`config.mk`:
```
export PLATFORM = sky130hd
export DESIGN_NAME = ras_ctrl_flat
export DESIGN_NICKNAME = d
export VERILOG_FILES = /design/src/rtl/ras_ctrl_if.sv /design/src/rtl/ras_ctrl.sv /design/src/flat_wrapper.sv
export SDC_FILE = /design/constraint.sdc
export NUM_CORES = 1
export LEC_CHECK = 0
export CORE_UTILIZATION = 50
export DETAILED_ROUTE_END_ITERATION = 6
export PLACE_DENSITY = 0.73
export REMOVE_ABC_BUFFERS = 1
export SYNTH_ARGS = -nofsm -noshare
export SYNTH_HDL_FRONTEND = slang
export SYNTH_SLANG_ARGS = --single-unit
```
`constraint.sdc`:
```
create_clock -name clk -period 16.4 [get_ports clk]
set_input_delay 1.64 -clock clk [delete_from_list [all_inputs] [get_ports clk]]
set_output_delay 1.64 -clock clk [all_outputs]
set_load 0.005 [all_outputs]
```
`src/rtl/ras_ctrl_if.sv`:
```
// Fetch-prediction / RAS / resolution signal bundle for the RAS speculation controller.
// master drives predictions, RAS state, commits and mispredicts; slave is the controller.
interface ras_ctrl_if #(
    parameter int XLEN  = 32,
    parameter int PTR_W = 3,
    parameter int TAG_W = 3
);
    logic               pred_valid;
    logic               pred_ready;
    logic [6:0]         pred_opcode;
    logic [4:0]         pred_rd;
    logic [4:0]         pred_rs1;
    logic [XLEN-1:0]    pred_pc;
    logic               pred_is_ckpt;
    logic [TAG_W-1:0]   pred_tag;
    logic [PTR_W-1:0]   ras_ptr_in;
    logic [XLEN-1:0]    ras_top_in;
    logic               ras_push_en;
    logic [XLEN-1:0]    ras_push_addr;
    logic               ras_pop_en;
    logic               ras_restore_valid;
    logic [PTR_W-1:0]   ras_restore_ptr;
    logic [XLEN-1:0]    ras_restore_top;
    logic               commit_valid;
    logic               mispredict_valid;
    logic [TAG_W-1:0]   mispredict_tag;
    logic [TAG_W:0]     ckpt_count;

    modport master (
        output pred_valid, pred_opcode, pred_rd, pred_rs1, pred_pc,
               ras_ptr_in, ras_top_in, commit_valid, mispredict_valid, mispredict_tag,
        input  pred_ready, pred_is_ckpt, pred_tag, ras_push_en, ras_push_addr, ras_pop_en,
               ras_restore_valid, ras_restore_ptr, ras_restore_top, ckpt_count
    );

    modport slave (
        input  pred_valid, pred_opcode, pred_rd, pred_rs1, pred_pc,
               ras_ptr_in, ras_top_in, commit_valid, mispredict_valid, mispredict_tag,
        output pred_ready, pred_is_ckpt, pred_tag, ras_push_en, ras_push_addr, ras_pop_en,
               ras_restore_valid, ras_restore_ptr, ras_restore_top, ckpt_count
    );
endinterface

```
`src/rtl/ras_ctrl.sv`:
```
// RAS speculation controller: issues push/pop for calls/returns, checkpoints RAS state, restores on mispredict.
// Latency: push/pop same cycle as acceptance; restore pulse one cycle after the mispredict edge.
// Backpressure: pred_ready drops for calls/returns when the checkpoint queue is full, and for all during RECOVER.
module ras_ctrl #(
    parameter int XLEN       = 32,
    parameter int PTR_W      = 3,
    parameter int CKPT_DEPTH = 8,
    parameter int TAG_W      = 3
) (
    input  logic      clk,
    input  logic      reset_n,
    ras_ctrl_if.slave bus
);
    typedef enum logic {RUN, RECOVER} state_t;

    typedef struct packed {
        logic [PTR_W-1:0] ptr;
        logic [XLEN-1:0]  top;
    } ckpt_t;

    localparam logic [6:0]     OP_JAL   = 7'b1101111;
    localparam logic [6:0]     OP_JALR  = 7'b1100111;
    localparam logic [TAG_W:0] FULL_CNT = (TAG_W+1)'(CKPT_DEPTH);

    state_t           state_q, state_d;
    logic [TAG_W-1:0] head_q, head_d, tail_q, tail_d;
    logic [TAG_W:0]   count_q, count_d;
    ckpt_t            ckpt_mem [CKPT_DEPTH];
    logic             restore_vld_q;
    ckpt_t            restore_q;

    logic             rd_link, rs1_link, is_call, is_ret, full;
    logic             ready, accept, alloc, commit_eff, mp_take;
    logic [TAG_W-1:0] head_c, mp_off;
    logic [TAG_W:0]   count_c;

    function automatic logic is_link(input logic [4:0] r);
        return (r == 5'd1) || (r == 5'd5);
    endfunction

    always_comb begin
        rd_link    = is_link(bus.pred_rd);
        rs1_link   = is_link(bus.pred_rs1);
        is_call    = ((bus.pred_opcode == OP_JAL) || (bus.pred_opcode == OP_JALR)) && rd_link;
        is_ret     = (bus.pred_opcode == OP_JALR) && rs1_link && !rd_link;
        full       = (count_q == FULL_CNT);
        ready      = (state_q == RUN) && !(full && (is_call || is_ret));
        accept     = bus.pred_valid && ready;
        alloc      = accept && (is_call || is_ret);
        commit_eff = bus.commit_valid && (count_q != '0);
        // Commit retires first, so the mispredict tag is checked against the post-commit window.
        head_c     = head_q + TAG_W'(commit_eff);
        count_c    = count_q - (TAG_W+1)'(commit_eff);
        mp_off     = bus.mispredict_tag - head_c;
        mp_take    = (state_q == RUN) && bus.mispredict_valid && ({1'b0, mp_off} < count_c);

        state_d = state_q;
        head_d  = head_c;
        tail_d  = tail_q;
        count_d = count_c;
        case (state_q)
            RUN: begin
                if (mp_take) begin
                    // Any same-cycle allocation is younger than the target and is dropped too.
                    state_d = RECOVER;
                    tail_d  = bus.mispredict_tag;
                    count_d = {1'b0, mp_off};
                end else if (alloc) begin
                    tail_d  = tail_q + 1'b1;
                    count_d = count_c + 1'b1;
                end
            end
            RECOVER: state_d = RUN;
            default: state_d = RUN;
        endcase
    end

    always_ff @(posedge clk or negedge reset_n) begin
        if (!reset_n) begin
            state_q       <= RUN;
            head_q        <= '0;
            tail_q        <= '0;
            count_q       <= '0;
            restore_vld_q <= 1'b0;
            restore_q     <= '0;
        end else begin
            state_q       <= state_d;
            head_q        <= head_d;
            tail_q        <= tail_d;
            count_q       <= count_d;
            restore_vld_q <= mp_take;
            if (mp_take) begin
                restore_q <= ckpt_mem[bus.mispredict_tag];
            end
        end
    end

    always_ff @(posedge clk) begin
        if (alloc) begin
            ckpt_mem[tail_q] <= '{ptr: bus.ras_ptr_in, top: bus.ras_top_in};
        end
    end

    assign bus.pred_ready        = ready;
    assign bus.pred_is_ckpt      = alloc;
    assign bus.pred_tag          = alloc ? tail_q : '0;
    assign bus.ras_push_en       = accept && is_call;
    assign bus.ras_push_addr     = (accept && is_call) ? (bus.pred_pc + XLEN'(4)) : '0;
    assign bus.ras_pop_en        = accept && is_ret;
    assign bus.ras_restore_valid = restore_vld_q;
    assign bus.ras_restore_ptr   = restore_vld_q ? restore_q.ptr : '0;
    assign bus.ras_restore_top   = restore_vld_q ? restore_q.top : '0;
    assign bus.ckpt_count        = count_q;
endmodule

```
`src/flat_wrapper.sv`:
```
// flat-port wrapper written by rule: the top's interface ports become plain ports
module ras_ctrl_flat 
#(
    parameter int XLEN       = 32,
    parameter int PTR_W      = 3,
    parameter int CKPT_DEPTH = 8,
    parameter int TAG_W      = 3
)
  (clk, reset_n, bus_pred_valid, bus_pred_opcode, bus_pred_rd, bus_pred_rs1, bus_pred_pc, bus_ras_ptr_in, bus_ras_top_in, bus_commit_valid, bus_mispredict_valid, bus_mispredict_tag, bus_pred_ready, bus_pred_is_ckpt, bus_pred_tag, bus_ras_push_en, bus_ras_push_addr, bus_ras_pop_en, bus_ras_restore_valid, bus_ras_restore_ptr, bus_ras_restore_top, bus_ckpt_count);
  ras_ctrl_if #(.XLEN(XLEN), .PTR_W(PTR_W), .TAG_W(TAG_W)) bus_i ();
  input  logic clk;
  input  logic reset_n;
  input wire logic [$bits(bus_i.pred_valid)-1:0] bus_pred_valid;
  input wire logic [$bits(bus_i.pred_opcode)-1:0] bus_pred_opcode;
  input wire logic [$bits(bus_i.pred_rd)-1:0] bus_pred_rd;
  input wire logic [$bits(bus_i.pred_rs1)-1:0] bus_pred_rs1;
  input wire logic [$bits(bus_i.pred_pc)-1:0] bus_pred_pc;
  input wire logic [$bits(bus_i.ras_ptr_in)-1:0] bus_ras_ptr_in;
  input wire logic [$bits(bus_i.ras_top_in)-1:0] bus_ras_top_in;
  input wire logic [$bits(bus_i.commit_valid)-1:0] bus_commit_valid;
  input wire logic [$bits(bus_i.mispredict_valid)-1:0] bus_mispredict_valid;
  input wire logic [$bits(bus_i.mispredict_tag)-1:0] bus_mispredict_tag;
  output wire logic [$bits(bus_i.pred_ready)-1:0] bus_pred_ready;
  output wire logic [$bits(bus_i.pred_is_ckpt)-1:0] bus_pred_is_ckpt;
  output wire logic [$bits(bus_i.pred_tag)-1:0] bus_pred_tag;
  output wire logic [$bits(bus_i.ras_push_en)-1:0] bus_ras_push_en;
  output wire logic [$bits(bus_i.ras_push_addr)-1:0] bus_ras_push_addr;
  output wire logic [$bits(bus_i.ras_pop_en)-1:0] bus_ras_pop_en;
  output wire logic [$bits(bus_i.ras_restore_valid)-1:0] bus_ras_restore_valid;
  output wire logic [$bits(bus_i.ras_restore_ptr)-1:0] bus_ras_restore_ptr;
  output wire logic [$bits(bus_i.ras_restore_top)-1:0] bus_ras_restore_top;
  output wire logic [$bits(bus_i.ckpt_count)-1:0] bus_ckpt_count;
  assign bus_i.pred_valid = bus_pred_valid;
  assign bus_i.pred_opcode = bus_pred_opcode;
  assign bus_i.pred_rd = bus_pred_rd;
  assign bus_i.pred_rs1 = bus_pred_rs1;
  assign bus_i.pred_pc = bus_pred_pc;
  assign bus_i.ras_ptr_in = bus_ras_ptr_in;
  assign bus_i.ras_top_in = bus_ras_top_in;
  assign bus_i.commit_valid = bus_commit_valid;
  assign bus_i.mispredict_valid = bus_mispredict_valid;
  assign bus_i.mispredict_tag = bus_mispredict_tag;
  assign bus_pred_ready = bus_i.pred_ready;
  assign bus_pred_is_ckpt = bus_i.pred_is_ckpt;
  assign bus_pred_tag = bus_i.pred_tag;
  assign bus_ras_push_en = bus_i.ras_push_en;
  assign bus_ras_push_addr = bus_i.ras_push_addr;
  assign bus_ras_pop_en = bus_i.ras_pop_en;
  assign bus_ras_restore_valid = bus_i.ras_restore_valid;
  assign bus_ras_restore_ptr = bus_i.ras_restore_ptr;
  assign bus_ras_restore_top = bus_i.ras_restore_top;
  assign bus_ckpt_count = bus_i.ckpt_count;
  ras_ctrl #(.XLEN(XLEN), .PTR_W(PTR_W), .CKPT_DEPTH(CKPT_DEPTH), .TAG_W(TAG_W)) u_core (.clk(clk), .reset_n(reset_n), .bus(bus_i));
endmodule
```
==> impl_metrics.env <==
export IMPL_ioPinCount=171
export IMPL_drv_slew=0
export IMPL_clock_sinks=327
export IMPL_comb_power_share=0.214
export IMPL_vias=7368
export IMPL_async_flop_share=0.144
export IMPL_yosysMostFrequentCell="edfxtp_1"
export IMPL_initial_core_util=0.507
export IMPL_netlist_area_leader_share=0.618
export IMPL_h_tree_depth=1
export IMPL_ctsHoldBuffers=0
export IMPL_regToRegEndpoint="u_core.restore_q[22]"
export IMPL_ys_seq_elements=327
export IMPL_r2r_start="u_core.bus.ckpt_count[1]"
export IMPL_grt_pass1_wl_um=42700
export IMPL_ys_warn_count=0
export IMPL_cts_tree="yes"
export IMPL_cts_root_buffer="clkbuf_16"
export IMPL_net_switching_power_w=0.000589
export IMPL_synth_top_cells_by_area="edfxtp_1, mux4_2, dfrtp_1"
export IMPL_dr_pass1_iters=5
export IMPL_path_class="in -> out"
export IMPL_cts_path_max_buffers=3
export IMPL_synth_largest_area_cell="edfxtp_1"
export IMPL_pwr_share_seq=0.466
export IMPL_dieArea_mm2=0.0279
export IMPL_viasPerCell=5.61
export IMPL_layout_area_seq_mm2=0.00958
export IMPL_rows=60
export IMPL_min_to="u_core.head_q[2]"
export IMPL_syn_area_mm2=0.0136
export IMPL_postSynthCellCount=773
export IMPL_antenna_found_initial=0
export IMPL_ys_types=57
export IMPL_cp_max_fo=30
export IMPL_hp_start="u_core.head_q[2]"
export IMPL_rsz0062_at_grt="false"
export IMPL_finalCritPeriodShare=0.379
export IMPL_n_fill_cell=1948
export IMPL_drc=0
export IMPL_synth_edff_count=280
export IMPL_setup_ws_ps=10180
export IMPL_crit_arrival_ps=4580
export IMPL_die_h_um=167
export IMPL_clkLatencyLatePin_ps=550
export IMPL_synthTopCellsByCount="edfxtp_1, mux4_2, nor2_1, dfrtp_1"
export IMPL_fin_worst_skew_ps=10.9
export IMPL_synth_area_per_cell_um2=17.6
export IMPL_power_share_clock=0.321
export IMPL_drive_gt1_frac=0.170
export IMPL_worstMarginPinSlew_ps=1120
export IMPL_fin_crit_ps=6220
export IMPL_portBuffers=168
export IMPL_n_antenna_cell=0
export IMPL_overflow=0
export IMPL_grt_pass1_vias=7533
export IMPL_drt_iter0_drc=520
export IMPL_min_path_cells=1
export IMPL_maxCapViolCount=0
export IMPL_rrSetupSlack_ps=11830
export IMPL_leakage_nw=5.63
export IMPL_area_delta_synth_final_pct=22.5
export IMPL_cts_buffers=30
export IMPL_p_sw_frac=0.271
export IMPL_finalSetupTns_ps=0
export IMPL_drt_wl_total_um=28200
export IMPL_power_w=0.00217
export IMPL_multiInputGateArea_mm2=0.00384
export IMPL_grtUsageTotal=0.203
export IMPL_hold_path_class="reg -> reg"
export IMPL_status="finished clean"
export IMPL_post_route_util=0.622
export IMPL_cp_data_required_time_ps=14760
export IMPL_intPower_w=0.00158
export IMPL_synth_seq_area_share=0.705
export IMPL_core_area_mm2=0.0268
export IMPL_cts_resized=0
export IMPL_synth_ff_type="edfxtp_1"
export IMPL_postCtsSetupRepairBufs=0
export IMPL_cp_start_kind="input port"
export IMPL_pre_cts_slack_ps=10110
export IMPL_vdd_drop_max_uv=106
export IMPL_ant_nets=0
export IMPL_final_net_count=1051
export IMPL_max_freq_ghz=0.161
export IMPL_reg2reg_depth=14
export IMPL_power_density_mw_per_mm2=130
export IMPL_slew_headroom=0.254
export IMPL_die_w_um=167
export IMPL_grt_max_degree=57
export IMPL_wl_per_cell_um=21.5
export IMPL_place_hpwl_um=15700
export IMPL_crit_path_end_kind="output pin"
export IMPL_setup_violations_final=0
export IMPL_finalHoldViolations=0
export IMPL_gp_congestion=0.757
export IMPL_path_clk_slew_ps=70
[cells by family after synthesis]
kind of cell / synth area share
flops: 0.705
simple gates: 0.0777
mux: 0.142
compound gates: 0.0280
buf+inv: 0.0173
xor+xnor: 0.0200
fa+ha+maj: 0.0107
[how the worst max path moves through the flow]
stage / startpoint / to / slack [ps]
final: bus_pred_rd[1] / bus_ras_push_addr[0] / 10180
after global routing: bus_pred_rd[1] / bus_ras_push_addr[0] / 9940
after CTS: bus_pred_rd[1] / bus_ras_push_addr[0] / 10110
after detailed placement: bus_pred_rd[1] / bus_ras_push_addr[0] / 10110
after global placement: bus_pred_rd[1] / bus_ras_push_addr[0] / 10170
after floorplan: bus_pred_rd[1] / u_core.ckpt_mem[4][0] / 9680
[cell type report]
class / instances / share of cell area
clock buffer: 41 / 0.0518
sequential: 327 / 0.575
tap: 341 / 0.0256
clock inverter: 15 / 0.00789
timing repair buffer: 182 / 0.106
inverter: 12 / 0.00270
multi-input combinational: 395 / 0.230
[cells in the final DEF, fill, tap and decap left out, drive strengths merged, types with 2 or more instances in the layout]
| cell type | count |
|---|---|
| nor4 | 4 |
| clkbuf | 41 |
| nor3b | 5 |
| edfxtp | 280 |
| buf | 18 |
| ha | 10 |
| bufinv | 2 |
| a211oi | 4 |
| and3 | 7 |
| a31oi | 2 |
| dfrtp | 47 |
| clkinv | 11 |
| xnor2 | 11 |
| clkdlybuf4s50 | 164 |
| inv | 13 |
| and2 | 42 |
| xor2 | 20 |
| nand2b | 2 |
| o21ai | 8 |
| nand4 | 14 |
| nor3 | 6 |
| mux4 | 70 |
| nor4b | 3 |
| mux2i | 35 |
| and4 | 5 |
| nand3 | 7 |
| a21oi | 41 |
| nor2 | 63 |
| nand2 | 16 |
| or3 | 6 |
[state kept, by name (all words and copies together) (netlist names)]
register                      count
u_core.tail_q                     3
u_core.bus.ckpt_count             4
u_core.state_q                    1
u_core.head_q                     3
u_core.restore_q                 35
u_core.ckpt_mem                 280
u_core.bus.ras_restore_valid      1
[per-layer routing]
layer	routed length (um)	vias to the layer above	global-route usage
met1	11800	3712	0.265
met4	478	0	0.0527
met5	0	-	0
li1	-	3369	-
met3	1900	39	0.0383
met2	14100	248	0.352
[critical path: stages]
cell	delay (ps)
clkdlybuf4s50_1	430
or4b_4	590
nand3b_1	850
inv_1	340
and2_1	210
clkdlybuf4s50_1	510
[power by group through the flow]
| stage | sequential [W] | clock, W | combinational [W] |
|---|---|---|---|
| after floorplan | 0.00102 | 0 | 0.000265 |
| after global placement | 0.00103 | 0 | 0.000457 |
| after detailed placement | 0.00103 | 0 | 0.000469 |
| after CTS | 0.00101 | 0.000705 | 0.000472 |
| after global routing | 0.00102 | 0.000735 | 0.000522 |
| final | 0.00101 | 0.000696 | 0.000464 |
[stage by stage]
| stage | cell area (um^2) | hold WS [ps] | std cells |
|---|---|---|---|
| 2_1_floorplan | 13400 | 447 | 734 |
| 3_3_place_gp | 15700 | 462 | 1257 |
| 3_5_place_dp | 15700 | 471 | 1257 |
| 4_1_cts | 16700 | 482 | 1313 |
| 5_1_grt | 16700 | 497 | 1313 |
| 6_report | 16700 | 477 | 1313 |
Power figures use the tool's default switching activity.
